<file path="src/rtl/vector_reversal_arbiter.sv">
// Round-robin arbiter in front of a shared bit-reversal datapath.
// One grant per cycle, result registered behind a valid/ready handshake.
module vector_reversal_arbiter #(
    parameter int NREQ  = 4,
    parameter int WIDTH = 8,
    parameter int IDW   = $clog2(NREQ)
) (
    input  logic                    clk,
    input  logic                    reset,
    input  logic [NREQ-1:0]         req_valid,
    input  logic [NREQ*WIDTH-1:0]   req_data,
    output logic [NREQ-1:0]         req_ready,
    output logic                    out_valid,
    output logic [WIDTH-1:0]        out_data,
    output logic [IDW-1:0]          out_id,
    input  logic                    out_ready
);

    localparam logic [IDW:0]   NREQ_W = (IDW+1)'(NREQ);
    localparam logic [IDW-1:0] LAST_ID = IDW'(NREQ - 1);

    function automatic logic [WIDTH-1:0] reverse_bits(input logic [WIDTH-1:0] v);
        logic [WIDTH-1:0] r;
        r = '0;
        for (int i = 0; i < WIDTH; i++) begin
            r[WIDTH-1-i] = v[i];
        end
        return r;
    endfunction

    logic [IDW-1:0] ptr_r;
    logic [IDW:0]   cand_s;
    logic [IDW-1:0] grant_idx_s;
    logic           grant_found_s;
    logic           can_accept_s;
    logic           xfer_s;

    // Scan from ptr with explicit wrap so non-power-of-two NREQ works.
    always_comb begin
        grant_found_s = 1'b0;
        grant_idx_s   = '0;
        cand_s        = '0;
        for (int k = 0; k < NREQ; k++) begin
            cand_s = {1'b0, ptr_r} + (IDW+1)'(k);
            if (cand_s >= NREQ_W) begin
                cand_s = cand_s - NREQ_W;
            end else begin
                cand_s = cand_s;
            end
            if (!grant_found_s && req_valid[cand_s[IDW-1:0]]) begin
                grant_found_s = 1'b1;
                grant_idx_s   = cand_s[IDW-1:0];
            end else begin
                grant_found_s = grant_found_s;
            end
        end
    end

    // Acceptance gating and one-hot ready generation.
    always_comb begin
        can_accept_s = !out_valid || out_ready;
        xfer_s       = grant_found_s && can_accept_s && !reset;
        req_ready    = '0;
        if (xfer_s) begin
            req_ready[grant_idx_s] = 1'b1;
        end else begin
            req_ready = '0;
        end
    end

    // Output register and round-robin pointer update.
    always_ff @(posedge clk) begin
        if (reset) begin
            out_valid <= 1'b0;
            out_data  <= '0;
            out_id    <= '0;
            ptr_r     <= '0;
        end else if (xfer_s) begin
            out_valid <= 1'b1;
            out_data  <= reverse_bits(req_data[grant_idx_s*WIDTH +: WIDTH]);
            out_id    <= grant_idx_s;
            ptr_r     <= (grant_idx_s == LAST_ID) ? '0 : grant_idx_s + 1'b1;
        end else if (out_valid && out_ready) begin
            out_valid <= 1'b0;
        end
    end

endmodule

</file>
<file path="config.mk">
export PLATFORM = sky130hd
export DESIGN_NAME = vector_reversal_arbiter
export DESIGN_NICKNAME = d
export VERILOG_FILES = /design/src/rtl/vector_reversal_arbiter.sv
export SDC_FILE = /design/constraint.sdc
export NUM_CORES = 1
export LEC_CHECK = 0
export CAP_MARGIN = 5
export CORE_UTILIZATION = 39
export DETAILED_ROUTE_END_ITERATION = 6
export PLACE_DENSITY = 0.84
export SYNTH_ARGS = -nofsm -noshare
export SYNTH_HDL_FRONTEND = slang
export SYNTH_SLANG_ARGS = --single-unit
export TNS_END_PERCENT = 50
</file>
<file path="constraint.sdc">
create_clock -name clk -period 5.75 [get_ports clk]
set_input_delay 1.725 -clock clk [delete_from_list [all_inputs] [get_ports clk]]
set_output_delay 1.725 -clock clk [all_outputs]
set_load 0.01 [all_outputs]
</file>
==> flow_metrics.tcl <==
set metrics [dict create \
    clock_skew_ns 0.00253 \
    count_of_h_tree_levels_built_during_cts 1 \
    synthFlopType "dfxtp_1" \
    sequential_power_share_pct 35.2 \
    synthDominantCellAreaShare_pct 29.7 \
    detailed_place_hpwl_mm 2.10 \
    post_synth_num_cell_types 35 \
    die_area_mm2 0.00244 \
    final.min_clock_period_ns 5.52 \
    max_freq_ghz 0.181 \
    final.period_utilization_pct 96.0 \
    hold_class "register to register" \
    floorplan.initialDensity_pct 42.9 \
    clkTransAtPathRegs_ns 0.08 \
    synth.area.top_cells "dfxtp_1, mux2i_1, a211o_1, o211ai_1, o21ai_0" \
    cts-buffers-inserted 3 \
    drive_gt1_share_pct 10.9 \
    grt_first_pass_wirelength_mm 4.53 \
    critical-path-max-stage-delay_ns 0.52 \
    crit_fanout 9 \
    post_synth_edffs 0 \
    worst_slew_margin_rel_pct 57.2 \
    synthesis.nets 140 \
    globalRoute.totalOverflow 0 \
    num_io_pins 54 \
    ys.warnings.count 0 \
    numClockSinks 13 \
    fin_ws_ns 0.233 \
    detail_route.wl_per_cell_um 14.9 \
    floorplan.rows 16 \
    syn_to_final_growth_pct 65.4 \
    cell_by_cell_trace_of_the_critical_path "clkdlybuf4s50_1 > a21oi_1 > o21ai_1 > o2bb2a_1 > ha_1 > and2_1 > clkdlybuf4s50_1" \
    timing.critical_path.slowest_stage_cell "clkdlybuf4s50_1" \
    clock_latency_ns 0.28 \
    portBuffers 53 \
    status "finished clean" \
    end_kind "primary output" \
    cts.repair.resized 0 \
    irDropWorstVdd_uv 202 \
    route.antenna.remaining_nets 0 \
    power.switching_mw 0.120 \
    detailroute.via_count 1011 \
    place_worst_setup_slack_ns 0.275 \
    cp_data_required_time_ns 4.03 \
    sum_of_negative_setup_slack_ns 0 \
    layout.cell_area.non_filler_mm2 0.00145 \
    share_clk_of_total_power_pct 17.1 \
    first_iter_violations 26 \
    hold_violation_total_from_the_final_report 0 \
    filler_cell_count 175 \
    syn-instance-count 100 \
    cp_common_cell "clkdlybuf4s50_1" \
    antenna_found_initial 0 \
    drv_slew 0 \
    cts_hold_buffers 0 \
    cap_violations 0 \
    avg_cell_area_syn_um2 8.76 \
    power.combinational.fraction_pct 47.7 \
    finalSetupViolations 0 \
    postCtsSetupBuffers 0 \
    post_synth_instance_area_um2 876 \
    avgViaCountPerCell 5.52 \
    int_power_mw 0.227 \
    multiInputGateArea_um2 561 \
    maximum_number_of_pins_on_one_net_before_global_route_repair 11 \
    clock-root-buffer "clkbuf_4" \
    insertedDiodeCount 0 \
    worst_ep_arrival_time_ns 3.79 \
    number_of_global_route_vias_before_repair 1024 \
    power.share.switching_pct 34.6 \
    cts_tree "yes" \
    critPathKind "input pin to primary output" \
    post-synth-top-area-cell "dfxtp_1" \
    max-clock-path-buffers 2 \
    placement.cell_area_mm2 0.00142 \
    unrepaired_setup_endpoints_after_global_routing "false" \
    critical_path.startpoint_type "input pin" \
    total_area_of_sequential_cells_um2 260 \
    placeableCoreArea_mm2 0.00204 \
    globalplace.congestion 0.760 \
    drtPass1Iterations 4 \
    design.final.nets 197 \
    leakage_nw 0.530 \
    die_h_um 49.4 \
    drc 0 \
    async_flop_share_pct 0 \
    worst_pin_slew_ns 0.637 \
    synth-seq-area-share_pct 29.7 \
    power_per_cell_area_mw_per_mm2 240 \
    groute.usage.overall_pct 24.6 \
    finalWirelength_mm 2.72 \
    die_x_um 49.4 \
    synth-seq-cells 13 \
]
cell usage in the layout (no fill, tap or decap), types with 3 or more instances in the layout:
cell type	instances
a211o_1	8
a21oi_1	3
buf_4	4
clkbuf_4	3
clkdlybuf4s50_1	53
dfxtp_1	13
mux2i_1	8
nand2_1	11
nand3_1	8
o211ai_1	8
o21ai_0	10
worst max-delay path, delay by kind of cell:
kind	cells	cell delay, ns
AOI/OAI and AO/OA	3	0.72
buffers and inverters	2	1.03
adders and majority gates	1	0.20
and+or+nand+nor	1	0.11
registers in the layout, indices dropped and copies added (netlist names):
signal and count:
out_data 8, out_valid 1, ptr_r 2, out_id 2
area by class of cell:
cell class,count,share of cell area [%]
well taps,27,2.33
clock buffers,4,1.81
inverters,2,0.518
repair buffers,57,38.7
flip-flops and latches,13,18.0
multi-input cells,80,38.7
worst paths after layout:
check               startpoint           end  slack (ns)  cells after the start
hold / removal       out_id[1]     out_id[1]        0.48                      2
hold reg to reg      out_id[1]     out_id[1]        0.48                      2
setup / recovery  req_valid[0]  req_ready[3]        0.23                      7
setup reg to reg      ptr_r[1]   out_data[4]        3.81                      6
metrics by stage:
stage | hold WS, ns | power, mW | instances | utilization, %
global route | 0.509 | 0.368 | 183 | 71.0
finish | 0.477 | 0.347 | 183 | 71.0
global placement | 0.448 | 0.283 | 179 | 69.7
CTS | 0.488 | 0.349 | 183 | 71.0
detailed placement | 0.464 | 0.289 | 179 | 69.7
floorplan | 0.474 | 0.216 | 100 | -
kinds of logic after synthesis:
kind of cell | share of synthesized area, %
buffers and inverters | 6.29
muxes | 10.7
adders and majority gates | 1.43
and+or+nand+nor | 22.0
DFF | 29.7
AOI/OAI and AO/OA | 29.9
power groups by stage:
stage | Sequential [mW] | Combinational, mW | Clock, mW
2_1_floorplan | 0.126 | 0.0899 | 0
3_3_place_gp | 0.123 | 0.160 | 0
3_5_place_dp | 0.124 | 0.165 | 0
5_1_grt | 0.126 | 0.179 | 0.0631
4_1_cts | 0.122 | 0.167 | 0.0599
6_report | 0.122 | 0.166 | 0.0593
synthesized netlist by cell type (2+ instances only):
library cell	count
nor2b_1	2
inv_1	2
nor3_1	2
nand2_1	11
a21oi_1	3
nand3_1	8
nor4_1	2
a211o_1	8
dfxtp_1	13
o21ai_0	10
o211ai_1	8
mux2i_1	8
metal layers:
metal  up-vias  share of wire [%]  global-route usage, %
li1        492                  -                      -
met1       469                 40                   27.3
met2        46                 52                   45.0
met3         4                6.0                   4.98
met4         0                1.7                   10.0
met5         -                  0                      0
Power figures use the tool's default switching activity.
